## src/rtl/serv_mem_arbiter.sv

```systemverilog
// serv_mem_arbiter
//   Shares one downstream split-channel memory port between the SERV
//   instruction and data ports.
//   - ca (command/address): round-robin arbitration. The winner is held
//     stable while the downstream port applies backpressure.
//   - dm (write data/mask): forwarded only for write commands that were
//     already accepted but have not yet sent their data beat.
//   - rd (read data): returned in issue order to the source that issued
//     each read, using a small order FIFO.
// Ports
//   clock, resetn            : clock and asynchronous active-low reset
//   i_i_ca_* / o_i_ca_rdy    : instruction fetch request
//   o_i_rd_* / i_i_rd_rdy    : instruction fetch response
//   i_d_ca_* / o_d_ca_rdy    : data request (cmd 1=write, 0=read)
//   i_d_dm_* / o_d_dm_rdy    : data write beat
//   o_d_rd_* / i_d_rd_rdy    : data load response
//   o_m_ca_*, o_m_dm_*, i_m_rd_* : downstream memory port
//   o_err                    : sticky flag, set when read data arrives with
//                              no read outstanding
module serv_mem_arbiter #(
   parameter int RD_DEPTH = 4,
   parameter int WR_DEPTH = 2
) (
   input  logic        clock,
   input  logic        resetn,
   input  logic [31:0] i_i_ca_adr,
   input  logic        i_i_ca_vld,
   output logic        o_i_ca_rdy,
   output logic [31:0] o_i_rd_dat,
   output logic        o_i_rd_vld,
   input  logic        i_i_rd_rdy,
   input  logic        i_d_ca_cmd,
   input  logic [31:0] i_d_ca_adr,
   input  logic        i_d_ca_vld,
   output logic        o_d_ca_rdy,
   input  logic [31:0] i_d_dm_dat,
   input  logic [3:0]  i_d_dm_msk,
   input  logic        i_d_dm_vld,
   output logic        o_d_dm_rdy,
   output logic [31:0] o_d_rd_dat,
   output logic        o_d_rd_vld,
   input  logic        i_d_rd_rdy,
   output logic        o_m_ca_cmd,
   output logic [31:0] o_m_ca_adr,
   output logic        o_m_ca_vld,
   input  logic        i_m_ca_rdy,
   output logic [31:0] o_m_dm_dat,
   output logic [3:0]  o_m_dm_msk,
   output logic        o_m_dm_vld,
   input  logic        i_m_dm_rdy,
   input  logic [31:0] i_m_rd_dat,
   input  logic        i_m_rd_vld,
   output logic        o_m_rd_rdy,
   output logic        o_err
);

   localparam int PTR_W  = $clog2(RD_DEPTH);
   localparam int WCNT_W = $clog2(WR_DEPTH + 1);
   localparam logic [WCNT_W-1:0] WR_MAX = WCNT_W'(WR_DEPTH);

   typedef enum logic [1:0] {
      IDLE   = 2'd0,
      LOCK_I = 2'd1,
      LOCK_D = 2'd2
   } state_t;

   state_t            state_q, state_d;
   logic              last_d_q, last_d_d;     // 1: last ca grant went to D
   logic [PTR_W:0]    wr_ptr_q, wr_ptr_d;
   logic [PTR_W:0]    rd_ptr_q, rd_ptr_d;
   logic [WCNT_W-1:0] wcnt_q, wcnt_d;
   logic              err_q, err_d;

   // Order FIFO: one entry per outstanding read, 0=I, 1=D.
   logic              fifo_mem [RD_DEPTH];

   logic fifo_empty, fifo_full, fifo_head;
   logic i_elig, d_elig;
   logic sel_d, m_ca_vld, ca_hs, push, pop, wr_hs, dm_hs, wcnt_nz;

   // The pointers carry one extra wrap bit so that a full FIFO can be told
   // apart from an empty one.
   assign fifo_empty = (wr_ptr_q == rd_ptr_q);
   assign fifo_full  = (wr_ptr_q[PTR_W] != rd_ptr_q[PTR_W]) &&
                       (wr_ptr_q[PTR_W-1:0] == rd_ptr_q[PTR_W-1:0]);
   assign fifo_head  = fifo_mem[rd_ptr_q[PTR_W-1:0]];

   assign i_elig = i_i_ca_vld && !fifo_full;
   assign d_elig = i_d_ca_vld && (i_d_ca_cmd ? (wcnt_q < WR_MAX) : !fifo_full);

   // ---------------- ca FSM: state register ----------------
   always_ff @(posedge clock or negedge resetn) begin
      if (!resetn) begin
         state_q  <= IDLE;
         last_d_q <= 1'b1;   // treat D as last granted, so I wins the first tie
      end else begin
         state_q  <= state_d;
         last_d_q <= last_d_d;
      end
   end

   // ---------------- ca FSM: output / mux logic ----------------
   // Winner selection looks only at state and eligibility, never at
   // i_m_ca_rdy. That keeps o_m_ca_* free of any combinational path from
   // the downstream ready.
   always_comb begin
      sel_d = 1'b0;
      case (state_q)
         LOCK_I:  sel_d = 1'b0;
         LOCK_D:  sel_d = 1'b1;
         default: sel_d = (i_elig && d_elig) ? !last_d_q : d_elig;
      endcase
      m_ca_vld   = sel_d ? d_elig : i_elig;
      o_m_ca_vld = resetn && m_ca_vld;
      o_m_ca_cmd = sel_d && i_d_ca_cmd;
      o_m_ca_adr = sel_d ? i_d_ca_adr : i_i_ca_adr;
      // The ready is qualified with the winner's eligibility. Otherwise a
      // source blocked by a full FIFO or write limit could see a stray
      // handshake.
      o_i_ca_rdy = resetn && m_ca_vld && !sel_d && i_m_ca_rdy;
      o_d_ca_rdy = resetn && m_ca_vld &&  sel_d && i_m_ca_rdy;
   end

   assign ca_hs = o_m_ca_vld && i_m_ca_rdy;
   assign push  = ca_hs && !o_m_ca_cmd;
   assign wr_hs = ca_hs &&  o_m_ca_cmd;

   // ---------------- ca FSM: next-state logic ----------------
   always_comb begin
      state_d  = state_q;
      last_d_d = ca_hs ? sel_d : last_d_q;
      case (state_q)
         IDLE: begin
            if (m_ca_vld && !i_m_ca_rdy)
               state_d = sel_d ? LOCK_D : LOCK_I;
         end
         default: begin
            // The lock is released on completion. It is also released if
            // the locked source withdraws its request, so the arbiter can
            // never stall.
            if (ca_hs || !m_ca_vld)
               state_d = IDLE;
         end
      endcase
   end

   // ---------------- read return ----------------
   always_comb begin
      o_i_rd_dat = i_m_rd_dat;
      o_d_rd_dat = i_m_rd_dat;
      o_i_rd_vld = 1'b0;
      o_d_rd_vld = 1'b0;
      o_m_rd_rdy = resetn;   // with nothing outstanding, unexpected data is drained
      if (!fifo_empty) begin
         o_i_rd_vld = resetn && i_m_rd_vld && !fifo_head;
         o_d_rd_vld = resetn && i_m_rd_vld &&  fifo_head;
         o_m_rd_rdy = resetn && (fifo_head ? i_d_rd_rdy : i_i_rd_rdy);
      end
   end

   assign pop   = !fifo_empty && i_m_rd_vld && o_m_rd_rdy;
   assign err_d = err_q || (fifo_empty && i_m_rd_vld);
   assign o_err = err_q;

   // ---------------- dm channel ----------------
   assign wcnt_nz    = (wcnt_q != '0);
   assign o_m_dm_vld = resetn && i_d_dm_vld && wcnt_nz;
   assign o_d_dm_rdy = resetn && i_m_dm_rdy && wcnt_nz;
   assign o_m_dm_dat = i_d_dm_dat;
   assign o_m_dm_msk = i_d_dm_msk;
   assign dm_hs      = o_m_dm_vld && i_m_dm_rdy;

   always_comb begin
      wr_ptr_d = push ? wr_ptr_q + (PTR_W+1)'(1) : wr_ptr_q;
      rd_ptr_d = pop  ? rd_ptr_q + (PTR_W+1)'(1) : rd_ptr_q;
      case ({wr_hs, dm_hs})
         2'b10:   wcnt_d = wcnt_q + WCNT_W'(1);
         2'b01:   wcnt_d = wcnt_q - WCNT_W'(1);
         default: wcnt_d = wcnt_q;
      endcase
   end

   always_ff @(posedge clock or negedge resetn) begin
      if (!resetn) begin
         wr_ptr_q <= '0;
         rd_ptr_q <= '0;
         wcnt_q   <= '0;
         err_q    <= 1'b0;
      end else begin
         wr_ptr_q <= wr_ptr_d;
         rd_ptr_q <= rd_ptr_d;
         wcnt_q   <= wcnt_d;
         err_q    <= err_d;
      end
   end

   // FIFO storage needs no reset. The pointers alone define which entries
   // are valid.
   always_ff @(posedge clock) begin
      if (push)
         fifo_mem[wr_ptr_q[PTR_W-1:0]] <= sel_d;
   end

endmodule

```

## config.mk

```make
export PLATFORM = sky130hd
export DESIGN_NAME = serv_mem_arbiter
export DESIGN_NICKNAME = d
export VERILOG_FILES = /design/src/rtl/serv_mem_arbiter.sv
export SDC_FILE = /design/constraint.sdc
export NUM_CORES = 1
export LEC_CHECK = 0
export BUFFER_PORTS_ARGS = -buffer_cell sky130_fd_sc_hd__buf_4
export CAP_MARGIN = 20
export CORE_AREA = 8 8 104 106
export CTS_CLUSTER_SIZE = 8
export DETAILED_ROUTE_END_ITERATION = 7
export DIE_AREA = 0 0 112 114
export GPL_TIMING_DRIVEN = 0
export PLACE_DENSITY = 0.76
export SLEW_MARGIN = 10
export SYNTH_ARGS = -nofsm -noshare
export SYNTH_HDL_FRONTEND = slang
export SYNTH_SLANG_ARGS = --single-unit
export TNS_END_PERCENT = 20
```

## constraint.sdc

```tcl
create_clock -name clock -period 2.4 [get_ports clock]
set_clock_uncertainty 0.2 [all_clocks]
set_input_delay 0.12 -clock clock [delete_from_list [all_inputs] [get_ports clock]]
set_output_delay 0.12 -clock clock [all_outputs]
set_load 0.02 [all_outputs]
```

# After elaboration in Yosys (flattened, before gate mapping)
# Memories as Yosys holds them, arrays and structs flattened.
# Cells that the tools add are included.
# classes
addsub,4
eq_ne,8
n_reduce_logical,41
n_lt_le_gt_ge,1
muxes,16
# ops
operator,count
$mux 32,1
$logic_and 1x1->1,26
$mux 1,9
$logic_not 1->1,8
$mux 2,4
$add 3x1->3 const B,2
$reduce_bool 2->1,3
$eq 2x1->1 const B,2
$eq 2x2->1 const B,2
$pmux 2 s2,1
$eq 3x3->1,1
$add 2x1->2 const B,1
$eq 2x2->1,1
$logic_not 2->1,1
$logic_or 1x1->1,2
$lt 2x2->1 const B,1
$ne 2x2->1 const B,1
$pmux 1 s2,1
$reduce_and 2->1,1
$sub 2x1->2 const B,1
$ne 1x1->1,1
# word_totals
inputBits,143
mem_count,1
register_bits,12
ramBits,4
# memory_table
name,words,width,read_ports,rd_clocked_by_memory_dff,wr,line_no,rtl
fifo_mem,4,1,1,0,1,75,logic fifo_mem [RD_DEPTH];

# Longest topological paths before layout
# logic_depth
word_depth,14
depth_mapped,11
ltp_nobuf,11

# Worst setup path before layout
# Ideal clock, no wire load.
# synth_path
kind,reg-to-reg
from,reg wr_ptr_q[1]
to,reg wcnt_q[1]
path_stages_with_launch,11
n_path_buf,2
arrival_time_ns,2.086
required_time_ns,2.075
slack_ns,-0.012
setup_ns,0.125
cell_sequence,dfrtp_1 xnor2_1 a31oi_2 o41ai_4 buf_6 buf_6 nand3_1 ha_1 xnor2_1 nor2_1 xor2_1
# synth_between
elab_chain_len,14
word_cells_on_any_way,18
classes_between,3 x eq/ne; 5 x mux; 10 x reduce/logical
# synth_lines
item,line_no,rtl
from (decl),69,"logic [PTR_W:0] wr_ptr_q, wr_ptr_d;"
from (signal assigned),190,wr_ptr_q <= wr_ptr_d;
$eq 2x2->1 (*),85,(wr_ptr_q[PTR_W-1:0] == rd_ptr_q[PTR_W-1:0]);
$logic_and 1x1->1 (*),84,assign fifo_full = (wr_ptr_q[PTR_W] != rd_ptr_q[PTR_W]) &&
$logic_not 1->1 (*),"88, 89",
$mux 1,89,assign d_elig = i_d_ca_vld && (i_d_ca_cmd ? (wcnt_q < WR_MAX) : !fifo_full);
$logic_and 1x1->1,89,
$logic_and 1x1->1,111,default: sel_d = (i_elig && d_elig) ? !last_d_q : d_elig;
$mux 1 (*),111,
$pmux 1 s2 (*),108,case (state_q)
via sel_d,79,"logic sel_d, m_ca_vld, ca_hs, push, pop, wr_hs, dm_hs, wcnt_nz;"
$mux 1,113,m_ca_vld = sel_d ? d_elig : i_elig;
$logic_and 1x1->1,114,o_m_ca_vld = resetn && m_ca_vld;
$logic_and 1x1->1,124,assign ca_hs = o_m_ca_vld && i_m_ca_rdy;
$logic_and 1x1->1 (*),126,assign wr_hs = ca_hs && o_m_ca_cmd;
$eq 2x1->1 or $eq 2x2->1 (tied branches),176,"case ({wr_hs, dm_hs})"
$pmux 2 s2 or $reduce_bool 2->1 (tied branches),--,
to (signal assigned),192,wcnt_q <= wcnt_d;
to (decl),71,"logic [WCNT_W-1:0] wcnt_q, wcnt_d;"
# Mark *: on every way through the listed nets, which the timed path passes. The rest lies on a longest branch.
# A chain may end at the register's enable or synchronous reset.

# Worst setup path in the final report
# layout_path
from,reg wcnt_q[1]
to,out o_m_ca_adr[22]
# layout_between
elab_chain_len,7
# layout_lines
item,line_no,rtl
$lt 2x2->1 (*),89,
$mux 1 (*),89,
$logic_and 1x1->1 (*),89,
$logic_and 1x1->1,111,
$mux 1 (*),111,
$pmux 1 s2 (*),108,
$mux 32 (*),116,o_m_ca_adr = sel_d ? i_d_ca_adr : i_i_ca_adr;
to (decl),44,"output logic [31:0] o_m_ca_adr,"
# Every way passes the cells marked *; elsewhere a longest branch is shown, timed or not.

==> impl_metrics.prom <==
# TYPE chip_impl_metric gauge
chip_impl_metric{name="detailedPlace.worstSlack",unit="ns"} -0.360
chip_impl_metric{name="antennaDiodeCount",unit=""} 0
chip_impl_metric{name="synthAdderAreaFrac",unit="%"} 4.59
chip_impl_metric{name="fraction_of_final_layout_cells_sized_beyond_drive_strength_1",unit="%"} 84.9
chip_impl_metric{name="grt_first_pass_wirelength",unit="microns"} 15100
chip_impl_metric{name="worst-r2r-cell-count",unit=""} 10
chip_impl_metric{name="core_area",unit="sq um"} 9110
chip_impl_metric{name="largest_net_degree_at_the_start_of_global_routing",unit=""} 18
chip_impl_info{name="synth_top_family_by_area",value="buffers and inverters"} 1
chip_impl_metric{name="grt_remaining_overflow",unit=""} 0
chip_impl_info{name="cts_tree",value="done"} 1
chip_impl_metric{name="critPathArrivalTime",unit="ns"} 2.23
chip_impl_metric{name="routabilityCongestion",unit=""} 0.803
chip_impl_metric{name="required",unit="ns"} 2.08
chip_impl_metric{name="slew_violations",unit=""} 0
chip_impl_metric{name="vias_per_cell",unit=""} 4.05
chip_impl_metric{name="detailroute.via_count",unit=""} 2360
chip_impl_info{name="crit_type",value="reg2out"} 1
chip_impl_metric{name="cap_viol_max_count",unit=""} 0
chip_impl_metric{name="synth-compound-area-share",unit="%"} 7.63
chip_impl_metric{name="die_x",unit="microns"} 112
chip_impl_metric{name="worst_ir_drop_vdd",unit="mV"} 0.414
chip_impl_metric{name="hold_viol_final",unit=""} 0
chip_impl_metric{name="yosys.area_share.xor_xnor",unit="%"} 4.01
chip_impl_metric{name="htree_num_levels",unit=""} 1
chip_impl_info{name="cts_root_buf",value="sky130_fd_sc_hd__clkbuf_8"} 1
chip_impl_metric{name="first_pass_iters",unit=""} 4
chip_impl_metric{name="fp.dieH",unit="microns"} 114
chip_impl_info{name="unrepaired_setup_endpoints_after_global_routing",value="yes"} 1
chip_impl_metric{name="ys_warn_count",unit=""} 0
chip_impl_metric{name="clock_sinks",unit=""} 16
chip_impl_metric{name="worstMarginPinSlew",unit="ns"} 0.434
chip_impl_metric{name="cp_max_fo",unit=""} 4
chip_impl_metric{name="routed_wl",unit="microns"} 10300
chip_impl_metric{name="fp.dieArea",unit="sq um"} 12800
chip_impl_metric{name="seq_area_frac_synth",unit="%"} 19.3
chip_impl_metric{name="setup_viol",unit=""} 35
chip_impl_metric{name="timing.final.crit_period",unit="ns"} 2.55
chip_impl_metric{name="setup.reg_to_reg.worst_slack",unit="ns"} -0.07
chip_impl_metric{name="route.detailed.drc",unit=""} 0
chip_impl_metric{name="synthDistinctLibCells",unit=""} 39
chip_impl_info{name="failed_checks",value="setup timing"} 1
chip_impl_metric{name="synthesized_cell_area",unit="sq um"} 2180
chip_impl_metric{name="dpl_cell_area",unit="sq um"} 3960
chip_impl_metric{name="synth.mux.area_fraction",unit="%"} 19.6
chip_impl_metric{name="rows",unit=""} 35
chip_impl_metric{name="final_nets",unit=""} 623
chip_impl_metric{name="synth_nets",unit=""} 382
chip_impl_metric{name="average_footprint_of_a_synthesized_cell",unit="sq um"} 9.45
chip_impl_metric{name="area.growth.synth_to_final",unit="%"} 109
chip_impl_metric{name="final.period_utilization",unit="%"} 106
chip_impl_metric{name="syn-instance-count",unit=""} 231
chip_impl_info{name="netlist_top_cells_area",value="sky130_fd_sc_hd__buf_4 (35%), sky130_fd_sc_hd__mux2_2 (17%), sky130_fd_sc_hd__dfrtp_1 (13%)"} 1
chip_impl_metric{name="route.antenna.remaining_nets",unit=""} 0
chip_impl_info{name="status",value="complete, but fails checks"} 1
chip_impl_info{name="worstReg2RegEnd",value="wcnt_q[1]"} 1
chip_impl_metric{name="detailedPlacementHpwl",unit="microns"} 8460
chip_impl_metric{name="fmaxAchievable",unit="GHz"} 0.393
chip_impl_metric{name="first_global_vias",unit=""} 2708
chip_impl_metric{name="1st_iter_drt_viols",unit=""} 99
chip_impl_metric{name="final_design_area_no_fill",unit="sq um"} 4570
chip_impl_info{name="r2r-start",value="wcnt_q[1]"} 1
chip_impl_metric{name="io-pin-count",unit=""} 285
chip_impl_metric{name="synth_simple_gate_area_share",unit="%"} 7.05
chip_impl_metric{name="power_density",unit="nW/um^2"} 929
chip_impl_metric{name="max-slew-margin-rel",unit="%"} 70.9
chip_impl_metric{name="yosys.area.top_type_share",unit="%"} 35.1
chip_impl_metric{name="io_port_bufs",unit=""} 216
chip_impl_metric{name="synth_seq_cells",unit=""} 16
chip_impl_metric{name="grt_antenna_before_repair",unit=""} 0
chip_impl_metric{name="fin_ws",unit="ns"} -0.146
chip_impl_info{name="hp-class",value="in2async"} 1
chip_impl_metric{name="numCtsBuffers",unit=""} 3
chip_impl_metric{name="clkLatencyLatePin",unit="ns"} 0.25
chip_impl_info{name="crit_path_start_kind",value="register"} 1
chip_impl_info{name="worstSetupEndpointType",value="output pin"} 1
chip_impl_metric{name="cts_buffer_depth",unit=""} 2
chip_impl_info{name="netlist.top_cell.by_area",value="sky130_fd_sc_hd__buf_4"} 1
chip_impl_metric{name="clkSlewWorstSetupHoldPaths",unit="ns"} 0.07
chip_impl_metric{name="hold_ws",unit="ns"} 0.0692
chip_impl_metric{name="floorplan.initialDensity",unit="%"} 24.0
chip_impl_metric{name="globalRouteTotalUtil",unit="%"} 14.7
chip_impl_metric{name="wire_per_inst",unit="microns"} 17.7
chip_impl_metric{name="p_leak",unit="nW"} 2.44
-- per-layer routing --
| layer | wire [microns] | vias up | part of all wire, % | global-route usage (%) |
|---|---|---|---|---|
| met2 | 5960 | 115 | 58 | 29.7 |
| met3 | 880 | 6 | 8.5 | 5.07 |
| li1 | - | 1149 | - | - |
| met5 | 0 | - | 0 | 0 |
| met4 | 63 | 0 | 0.61 | 1.89 |
| met1 | 3420 | 1090 | 33 | 14.2 |
-- registers in the layout, indices dropped and copies added (netlist names) --
name / cells
last_d_q: 1
rd_ptr_q: 3
wcnt_q: 2
wr_ptr_q: 3
o_err: 1
fifo_mem: 4
state_q: 2
-- cells in the mapped netlist (all sizes together) --
| library cell | instances |
|---|---|
| nand2 | 6 |
| o41ai | 1 |
| edfxtp | 4 |
| and2 | 5 |
| mux2i | 1 |
| a21o | 1 |
| ha | 8 |
| mux4 | 1 |
| nand3 | 3 |
| xnor2 | 6 |
| a21oi | 1 |
| nand3b | 1 |
| xor2 | 4 |
| o31ai | 1 |
| buf | 104 |
| dfstp | 1 |
| inv | 10 |
| a21boi | 2 |
| nand2b | 1 |
| nor2 | 7 |
| mux2 | 35 |
| nor3 | 3 |
| o22a | 1 |
| a22oi | 1 |
| nor3b | 2 |
| o211ai | 1 |
| a31oi | 1 |
| o21a | 1 |
| a211oi | 2 |
| o21ai | 2 |
| dfrtp | 11 |
| a2bb2o | 1 |
| and4b | 1 |
| a32o | 1 |
-- cells in the final DEF, fill, tap and decap left out, types with 2 or more instances in the layout --
| cell | instances |
|---|---|
| sky130_fd_sc_hd__buf_12 | 2 |
| sky130_fd_sc_hd__xnor2_1 | 3 |
| sky130_fd_sc_hd__nor2_2 | 3 |
| sky130_fd_sc_hd__buf_6 | 34 |
| sky130_fd_sc_hd__ha_4 | 2 |
| sky130_fd_sc_hd__xor2_1 | 3 |
| sky130_fd_sc_hd__nor2_1 | 4 |
| sky130_fd_sc_hd__and2_1 | 5 |
| sky130_fd_sc_hd__mux2_4 | 32 |
| sky130_fd_sc_hd__buf_8 | 2 |
| sky130_fd_sc_hd__inv_1 | 9 |
| sky130_fd_sc_hd__edfxtp_1 | 4 |
| sky130_fd_sc_hd__nand2_1 | 6 |
| sky130_fd_sc_hd__mux2_2 | 3 |
| sky130_fd_sc_hd__nand3_2 | 2 |
| sky130_fd_sc_hd__dfrtp_1 | 7 |
| sky130_fd_sc_hd__dlygate4sd3_1 | 2 |
| sky130_fd_sc_hd__ha_1 | 6 |
| sky130_fd_sc_hd__nor3_1 | 3 |
| sky130_fd_sc_hd__clkbuf_8 | 3 |
| sky130_fd_sc_hd__dfrtp_2 | 4 |
| sky130_fd_sc_hd__a21boi_1 | 2 |
| sky130_fd_sc_hd__xnor2_2 | 2 |
| sky130_fd_sc_hd__buf_4 | 298 |
-- what timing repair did --
item,in CTS,in global routing
gates resized for setup,76,16
gates cloned,1,1
hold buffers,2,0
setup buffers,15,2
setup endpoints to repair,40,42
hold endpoints to repair,13,0
pin swaps,3,6
-- metrics by stage --
stage,std cells,total power [mW],util [%],TNS (ns)
4_1_cts,580,4.06,49.1,-5.47
2_1_floorplan,231,2.17,-,0
5_1_grt,582,4.49,50.2,-7.37
3_5_place_dp,558,3.04,43.5,-1.88
3_3_place_gp,558,2.99,43.5,-0.873
6_report,582,4.25,50.2,-3.97
-- cells by family after synthesis --
family	count (synthesis)
xor+xnor	10
buf+inv	114
simple gates	29
mux	37
compound gates	17
fa+ha+maj	8
flops	16
-- where the power goes --
| part | internal (mW) | leakage [nW] | switching [mW] | total, mW |
|---|---|---|---|---|
| logic | 1.95 | 2.24 | 1.56 | 3.51 |
| registers | 0.414 | 0.173 | 0.114 | 0.528 |
| clock network | 0.114 | 0.0231 | 0.0955 | 0.209 |
-- worst max-delay path by stage --
stage                 from              to  slack, ns  cells past startpoint
3_5_place_dp   wr_ptr_q[1]       wcnt_q[1]      -0.36                     10
3_3_place_gp   rd_ptr_q[2]       wcnt_q[1]      -0.28                     10
4_1_cts        wr_ptr_q[2]  o_m_ca_adr[23]      -0.22                      9
2_1_floorplan  wr_ptr_q[1]       wcnt_q[1]      0.007                     11
6_report         wcnt_q[1]  o_m_ca_adr[22]      -0.15                      7
5_1_grt          wcnt_q[1]  o_m_ca_adr[22]      -0.24                      7
-- critical path: stages (launching register included) --
cell	delay (ns)
sky130_fd_sc_hd__dfrtp_1	0.41
sky130_fd_sc_hd__a21boi_1	0.22
sky130_fd_sc_hd__inv_1	0.12
sky130_fd_sc_hd__o41ai_4	0.41
sky130_fd_sc_hd__buf_4	0.22
sky130_fd_sc_hd__clkbuf_16	0.15
sky130_fd_sc_hd__mux2_4	0.30
sky130_fd_sc_hd__buf_6	0.13
-- cell type report --
type / count / area (sq um)
fill: 810 / 4540
timing repair buffer: 237 / 1960
multi-input combinational: 101 / 1160
buffer: 103 / 801
sequential: 16 / 427
tap: 111 / 139
clock buffer: 3 / 41.3
inverter: 10 / 37.5
clock inverter: 1 / 3.75
Power figures use the tool's default switching activity.
